==> src/rtl/compress_pkg.sv <==
// Shared definitions for the compressor dictionary write path.
//   sched_state_e  : scheduler states (clear sweep / normal run)
//   *_DEF          : default sizes used by the scheduler and its FIFO
//   DICT_ADDR_W_DEF: address width of the default dictionary
package compress_pkg;

    localparam int DATA_W_DEF      = 32;
    localparam int DICT_DEPTH_DEF  = 16;
    localparam int FIFO_DEPTH_DEF  = 4;
    localparam int DICT_ADDR_W_DEF = $clog2(DICT_DEPTH_DEF);

    typedef enum logic {
        ST_CLEAR = 1'b0,
        ST_RUN   = 1'b1
    } sched_state_e;

endpackage

==> src/rtl/dict_wr_fifo.sv <==
// Pending dictionary-write buffer: synchronous FIFO with two ordered push
// ports (port 0 is always stored ahead of port 1) and one pop port.
// Ports:
//   clk_i, reset_i  : clock, synchronous active-high reset
//   flush_i         : discard all pending entries (synchronous)
//   push0_i/_data_i : first push of the cycle
//   push1_i/_data_i : second push of the cycle
//   pop_i           : remove the head entry
//   head_o          : current head entry
//   count_o         : number of stored entries
// The caller guarantees no push beyond capacity and no pop when empty.
module dict_wr_fifo #(
    parameter  int DATA_W = 32,
    parameter  int DEPTH  = 4,
    localparam int CNT_W  = $clog2(DEPTH + 1)
) (
    input  logic              clk_i,
    input  logic              reset_i,
    input  logic              flush_i,
    input  logic              push0_i,
    input  logic [DATA_W-1:0] push0_data_i,
    input  logic              push1_i,
    input  logic [DATA_W-1:0] push1_data_i,
    input  logic              pop_i,
    output logic [DATA_W-1:0] head_o,
    output logic [CNT_W-1:0]  count_o
);

    localparam int PTR_W = $clog2(DEPTH);

    // Explicit wrap so non power-of-two depths also work.
    function automatic logic [PTR_W-1:0] ptr_inc(input logic [PTR_W-1:0] p);
        return (p == PTR_W'(DEPTH - 1)) ? '0 : p + PTR_W'(1);
    endfunction

    logic [DATA_W-1:0] mem_q [DEPTH];
    logic [PTR_W-1:0]  wr_ptr_q, wr_ptr_d;
    logic [PTR_W-1:0]  rd_ptr_q, rd_ptr_d;
    logic [CNT_W-1:0]  count_q, count_d;
    logic [PTR_W-1:0]  wr_ptr_p1, wr_ptr_p2;

    assign wr_ptr_p1 = ptr_inc(wr_ptr_q);
    assign wr_ptr_p2 = ptr_inc(wr_ptr_p1);

    always_comb begin
        wr_ptr_d = wr_ptr_q;
        if (push0_i && push1_i) begin
            wr_ptr_d = wr_ptr_p2;
        end else if (push0_i || push1_i) begin
            wr_ptr_d = wr_ptr_p1;
        end
        rd_ptr_d = pop_i ? ptr_inc(rd_ptr_q) : rd_ptr_q;
        count_d  = count_q + CNT_W'(push0_i) + CNT_W'(push1_i) - CNT_W'(pop_i);
    end

    always_ff @(posedge clk_i) begin
        if (reset_i || flush_i) begin
            wr_ptr_q <= '0;
            rd_ptr_q <= '0;
            count_q  <= '0;
        end else begin
            wr_ptr_q <= wr_ptr_d;
            rd_ptr_q <= rd_ptr_d;
            count_q  <= count_d;
        end
    end

    // Storage carries no reset; pointers alone define what is valid.
    // A lone port-1 push takes the slot port 0 would have used.
    always_ff @(posedge clk_i) begin
        if (push0_i) begin
            mem_q[wr_ptr_q] <= push0_data_i;
        end
        if (push1_i) begin
            mem_q[push0_i ? wr_ptr_p1 : wr_ptr_q] <= push1_data_i;
        end
    end

    assign head_o  = mem_q[rd_ptr_q];
    assign count_o = count_q;

endmodule

==> src/rtl/dict_write_scheduler.sv <==
// Dictionary write scheduler for the two-lane compressor. Buffers up to two
// missed-lane words per cycle and issues one dictionary write per cycle at a
// FIFO-replacement pointer; sweeps the whole dictionary clear after reset or
// on i_init.
// Ports:
//   i_clk, i_reset        : clock, synchronous active-high reset
//   i_init                : request full dictionary clear
//   i_valid, o_ready      : lane handshake
//   i_data0, i_data1      : lane words
//   i_wr_control          : bit n set = lane n word enters the dictionary
//   o_dict_we/addr/wdata/vld : registered dictionary write port
//   o_init_done           : dictionary initialised and scheduler in RUN
//
// state    | meaning
// ---------+--------------------------------------------------------------
// ST_CLEAR | writing vld=0 to every entry, one per cycle; no lane accepts
// ST_RUN   | accepting lane words, draining one buffered word per cycle
module dict_write_scheduler
    import compress_pkg::*;
#(
    parameter  int DATA_W     = DATA_W_DEF,
    parameter  int DICT_DEPTH = DICT_DEPTH_DEF,
    parameter  int FIFO_DEPTH = FIFO_DEPTH_DEF,
    localparam int ADDR_W     = $clog2(DICT_DEPTH)
) (
    input  logic              i_clk,
    input  logic              i_reset,
    input  logic              i_init,
    input  logic              i_valid,
    output logic              o_ready,
    input  logic [DATA_W-1:0] i_data0,
    input  logic [DATA_W-1:0] i_data1,
    input  logic [1:0]        i_wr_control,
    output logic              o_dict_we,
    output logic [ADDR_W-1:0] o_dict_addr,
    output logic [DATA_W-1:0] o_dict_wdata,
    output logic              o_dict_vld,
    output logic              o_init_done
);

    localparam int CNT_W = $clog2(FIFO_DEPTH + 1);

    sched_state_e      state_q;
    logic [ADDR_W-1:0] clr_cnt_q;
    logic [ADDR_W-1:0] wr_ptr_q;
    logic              dict_we_q;
    logic [ADDR_W-1:0] dict_addr_q;
    logic [DATA_W-1:0] dict_wdata_q;
    logic              dict_vld_q;
    logic              init_done_q;

    logic [DATA_W-1:0] fifo_head;
    logic [CNT_W-1:0]  fifo_count;
    logic              accept;
    logic              push0, push1;
    logic              pop;

    // Two free slots are required so a two-word accept can never overflow,
    // even though a pop may free one in the same cycle.
    assign o_ready = (state_q == ST_RUN) && (fifo_count <= CNT_W'(FIFO_DEPTH - 2)) && !i_init;
    assign accept  = i_valid && o_ready;
    assign push0   = accept && i_wr_control[0];
    assign push1   = accept && i_wr_control[1];
    assign pop     = (state_q == ST_RUN) && !i_init && (fifo_count != '0);

    dict_wr_fifo #(
        .DATA_W (DATA_W),
        .DEPTH  (FIFO_DEPTH)
    ) u_fifo (
        .clk_i        (i_clk),
        .reset_i      (i_reset),
        .flush_i      (i_init),
        .push0_i      (push0),
        .push0_data_i (i_data0),
        .push1_i      (push1),
        .push1_data_i (i_data1),
        .pop_i        (pop),
        .head_o       (fifo_head),
        .count_o      (fifo_count)
    );

    always_ff @(posedge i_clk) begin
        if (i_reset) begin
            state_q      <= ST_CLEAR;
            clr_cnt_q    <= '0;
            wr_ptr_q     <= '0;
            dict_we_q    <= 1'b0;
            dict_addr_q  <= '0;
            dict_wdata_q <= '0;
            dict_vld_q   <= 1'b0;
            init_done_q  <= 1'b0;
        end else begin
            case (state_q)
                ST_CLEAR: begin
                    if (i_init) begin
                        // Restart the sweep from entry 0 on the next edge.
                        clr_cnt_q <= '0;
                        dict_we_q <= 1'b0;
                    end else begin
                        dict_we_q    <= 1'b1;
                        dict_addr_q  <= clr_cnt_q;
                        dict_wdata_q <= '0;
                        dict_vld_q   <= 1'b0;
                        if (clr_cnt_q == ADDR_W'(DICT_DEPTH - 1)) begin
                            clr_cnt_q   <= '0;
                            state_q     <= ST_RUN;
                            init_done_q <= 1'b1;
                        end else begin
                            clr_cnt_q <= clr_cnt_q + ADDR_W'(1);
                        end
                    end
                end
                ST_RUN: begin
                    if (i_init) begin
                        state_q     <= ST_CLEAR;
                        clr_cnt_q   <= '0;
                        wr_ptr_q    <= '0;
                        dict_we_q   <= 1'b0;
                        init_done_q <= 1'b0;
                    end else if (pop) begin
                        dict_we_q    <= 1'b1;
                        dict_addr_q  <= wr_ptr_q;
                        dict_wdata_q <= fifo_head;
                        dict_vld_q   <= 1'b1;
                        // DICT_DEPTH is a power of two, so natural wrap.
                        wr_ptr_q     <= wr_ptr_q + ADDR_W'(1);
                    end else begin
                        dict_we_q <= 1'b0;
                    end
                end
                default: begin
                    state_q <= ST_CLEAR;
                end
            endcase
        end
    end

    assign o_dict_we    = dict_we_q;
    assign o_dict_addr  = dict_addr_q;
    assign o_dict_wdata = dict_wdata_q;
    assign o_dict_vld   = dict_vld_q;
    assign o_init_done  = init_done_q;

endmodule

==> config.mk <==
export PLATFORM = sky130hd
export DESIGN_NAME = dict_write_scheduler
export DESIGN_NICKNAME = d
export VERILOG_FILES = /design/src/rtl/compress_pkg.sv /design/src/rtl/dict_wr_fifo.sv /design/src/rtl/dict_write_scheduler.sv
export SDC_FILE = /design/constraint.sdc
export NUM_CORES = 1
export LEC_CHECK = 0
export ABC_AREA = 0
export CELL_PAD_IN_SITES_DETAIL_PLACEMENT = 2
export CELL_PAD_IN_SITES_GLOBAL_PLACEMENT = 2
export CORE_MARGIN = 2
export CORE_UTILIZATION = 42
export DETAILED_ROUTE_END_ITERATION = 12
export GPL_ROUTABILITY_DRIVEN = 0
export HOLD_SLACK_MARGIN = 0.03
export PLACE_DENSITY_LB_ADDON = 0.1
export SETUP_SLACK_MARGIN = 0.4
export SLEW_MARGIN = 40
export SYNTH_ARGS = -nofsm -noshare
export SYNTH_HDL_FRONTEND = slang
export SYNTH_SLANG_ARGS = --single-unit
==> constraint.sdc <==
create_clock -name i_clk -period 6.2 [get_ports i_clk]
set_clock_uncertainty 0.15 [all_clocks]
set_input_delay 1.24 -clock i_clk [delete_from_list [all_inputs] [get_ports i_clk]]
set_output_delay 1.24 -clock i_clk [all_outputs]
set_load 0.005 [all_outputs]
==> results by group <==
Run status
  – Status: finished, final reports clean

Global routing
  – Initial antenna violation count: 0
  – Met2 usage: roughly 45%
  – Gr busiest metal: met2
  – GR Layer Usage met3: slightly above 4%
  – Vias in the first global route: 6,535
  – First-pass GRT wire length: a little under 40,000 um
  – Tot GR Track Use: between 20% and 30%
  – Total gr overflow: 0
  – GR Util met1: 27.8%
  – Pin count of the biggest net entering global routing: 45

Clock network
  – CTS Buffer Depth: 2
  – Worst-Skew Late Latency: 0.44 ns
  – Post-cts sizing count: 0
  – # Post-CTS Setup Buffers: 0
  – CTS tree: done
  – H-tree levels: 4
  – Clk root buf: clkbuf_16
  – CTS Buf Count: 17
  – Clk pin slew, worst setup/hold paths: 0.07 ns
  – Hold buffer count at cts: 0
  – CTS sink count: 185

Timing
  – Slew Viols, Final: 0
  – Endpoints failing hold: 0
  – Tmin final: roughly 4 ns
  – TNS Setup: 0 ns
  – Slew at the pin closest to its max-slew limit: 0.739 ns
  – Hold slack: 0.314 ns
  – RSZ-0062 raised after global routing: false
  – Fmax achieved: 248 MHz
  – Relative slew slack: 50.8%
  – Final setup vio count: 0
  – Period utilisation layout: around 65%

Pwr
  – Sw Pwr: approximately 550 uW
  – Power Total: 2530 uW
  – Leakage power: 0.00338 uW
  – Clock network power share: 42.5%
  – Combinational Power Share: 5.3%
  – Flop pwr share: 52.2%
  – Worst vdd ir: 0.180 mV
  – Cell-internal power: 1970 uW
  – Sw frac: between 20% and 30%
  – Pwr per Cell Area: 236 nW/um2

Route
  – Vias per cell: 5.73
  – Iter 0 DRT Violations: 234
  – Vias: 5,707
  – TritonRoute pass-1 iters: 4
  – DRC errors left: 0
  – Routed WL: 24,800 um
  – Post-DRT Antenna Nets: 0
  – WL per Instance: roughly 25 um

Die
  – # IOs: 110
  – Area of the core: 20,200 um2
  – Die W: 148 um
  – Die Ht: 148 um
  – Die area: 21,800 um2
  – Initial Utilization: 42.9%
  – Cell Rows: 52

Logic synthesis
  – Seq/Total Area, Yosys: 57.4%
  – Async S/R FF share, synth: 0%
  – Synth Cell Area: ~8700 um2
  – Main combinational cell family by area after synthesis: multiplexers
  – Synth Area in XOR/XNOR: less than 1%
  – Post-synth EDFFs: about 130
  – Synth Area in Compound Gates: 4.15%
  – Post-synthesis mux area share: 25.8%
  – Cell variety after synth: 48
  – Mapped Nets: 692
  – Main flop type after synthesis: edfxtp_1
  – Yosys reg bits: 185
  – Synth Area in Adders: 1.76%
  – Avg Cell Area, Syn: 14.2 um2
  – Cells after Synth: ~610
  – Post-Synth Simple-Gate Area: 7.32%
  – Syn. warnings: 0

Setup path
  – Critical Path Start Type: input pin
  – WS Path Type: in2out
  – Crit-path max FO: 9
  – CP required: around 4.8 ns
  – Worst setup EP type: output port
  – Crit path arrival time: 2.64 ns

Worst hold path
  – Worst Hold Class: reg2reg

Cells and area
  – Util after Layout: 52.9%
  – # diodes: 0
  – Final #Nets: between 700 and 800
  – Area Growth Syn to Fin: 23.3%
  – Layout cells sized above 1: 27.8%
  – Commonest non-fill, non-tap cells in the layout: 128 x edfxtp_1, 108 x clkdlybuf4s50_1, 107 x mux2_2
  – Most common cell after layout, fill and taps aside: edfxtp_1
  – Final instance area: 10,700 um2

Place
  – Placed Area: 10,100 um2
  – PortBufs: 109
  – HPWL Detailed: 15,800 um

Job
  – Max-Cap Viols: 0
[layer usage]
| metal | up-vias | share of wire [%] |
|---|---|---|
| li1 | 2537 | - |
| met1 | 3016 | 41 |
| met2 | 118 | 54 |
| met3 | 36 | 3.0 |
| met4 | 0 | 1.8 |
| met5 | - | 0 |
[power by group through the flow]
stage	Combinational (uW)	Clock, uW	Sequential (uW)
2_1_floorplan	52.0	0	1350
3_3_place_gp	121	0	1350
3_5_place_dp	131	0	1350
4_1_cts	134	1090	1320
5_1_grt	143	1150	1320
6_report	133	1070	1320
[synthesized netlist by cell type, drive strengths merged, types with 2 or more instances]
cell type | n | area, um2
a21oi | 43 | 215
a211oi | 4 | 30.0
nand3 | 40 | 200
nand2 | 39 | 146
dfxtp | 57 | 1140
xnor2 | 3 | 26.3
fa | 2 | 40.0
nor3b | 2 | 15.0
xor2 | 2 | 17.5
o21ai | 3 | 15.0
mux4 | 32 | 721
buf | 22 | 154
mux2i | 6 | 60.1
mux2 | 129 | 1460
inv | 9 | 33.8
nor2 | 22 | 82.6
clkbuf | 21 | 78.8
a2bb2oi | 2 | 17.5
edfxtp | 128 | 3840
nor3 | 7 | 67.6
nor2b | 4 | 25.0
o2bb2a | 2 | 20.0
or2 | 3 | 18.8
ha | 9 | 113
or3 | 4 | 25.0
[metrics by stage]
step           std cells  worst slack [ns]
6_report             996              2.17
5_1_grt              996              2.08
4_1_cts              996              2.15
3_5_place_dp         964              1.86
3_3_place_gp         959              1.67
2_1_floorplan        611              1.89
[state kept, by name, indices dropped and copies added (netlist names), named ones only]
register and cells:
clr_cnt_q 4, u_fifo.wr_ptr_q 2, o_dict_we 1, u_fifo.rd_ptr_q 2, u_fifo.mem_q 128, o_dict_wdata 32, o_dict_addr 4, wr_ptr_q 4
state_q 1, u_fifo.count_o 3, o_dict_vld 1, o_init_done 1
[worst max-delay path, stage by stage]
cell,delay [ns]
clkdlybuf4s50_1,0.53
nand2b_1,0.21
nor2_1,0.14
clkdlybuf4s50_1,0.51
[final cells by class]
cell class / instances / area (um2)
Timing Repair Buffer: 126 / 1290
Clock inverter: 12 / 116
Multi-Input combinational cell: 373 / 3480
Inverter: 10 / 37.5
Clock buffer: 20 / 457
Fill cell: 1903 / 9530
Sequential cell: 185 / 4990
Tap cell: 270 / 338
[logic make-up (layout without fill, tap and decap cells)]
family | count (synthesis) | count (layout)
AND/OR/NAND/NOR | 128 | 128
AO/OA/AOI/OAI | 62 | 62
multiplexers | 167 | 167
XOR/XNOR | 5 | 5
flip-flops | 185 | 185
adder cells (fa/ha/maj) | 11 | 11
buffers and inverters | 53 | 168
[final timing paths]
check,startpoint,endpoint,slack (ns),depth (start not counted)
setup / recovery,i_init,o_ready,2.17,4
hold reg to reg,o_dict_vld$_SDFFE_PP0P_,o_dict_vld$_SDFFE_PP0P_,0.31,2
hold / removal,o_dict_vld$_SDFFE_PP0P_,o_dict_vld$_SDFFE_PP0P_,0.31,2
setup reg to reg,state_q$_SDFF_PP0_,u_fifo.mem_q[2][23]$_DFFE_PP_,2.93,6
(Power assumes the default switching activity.)
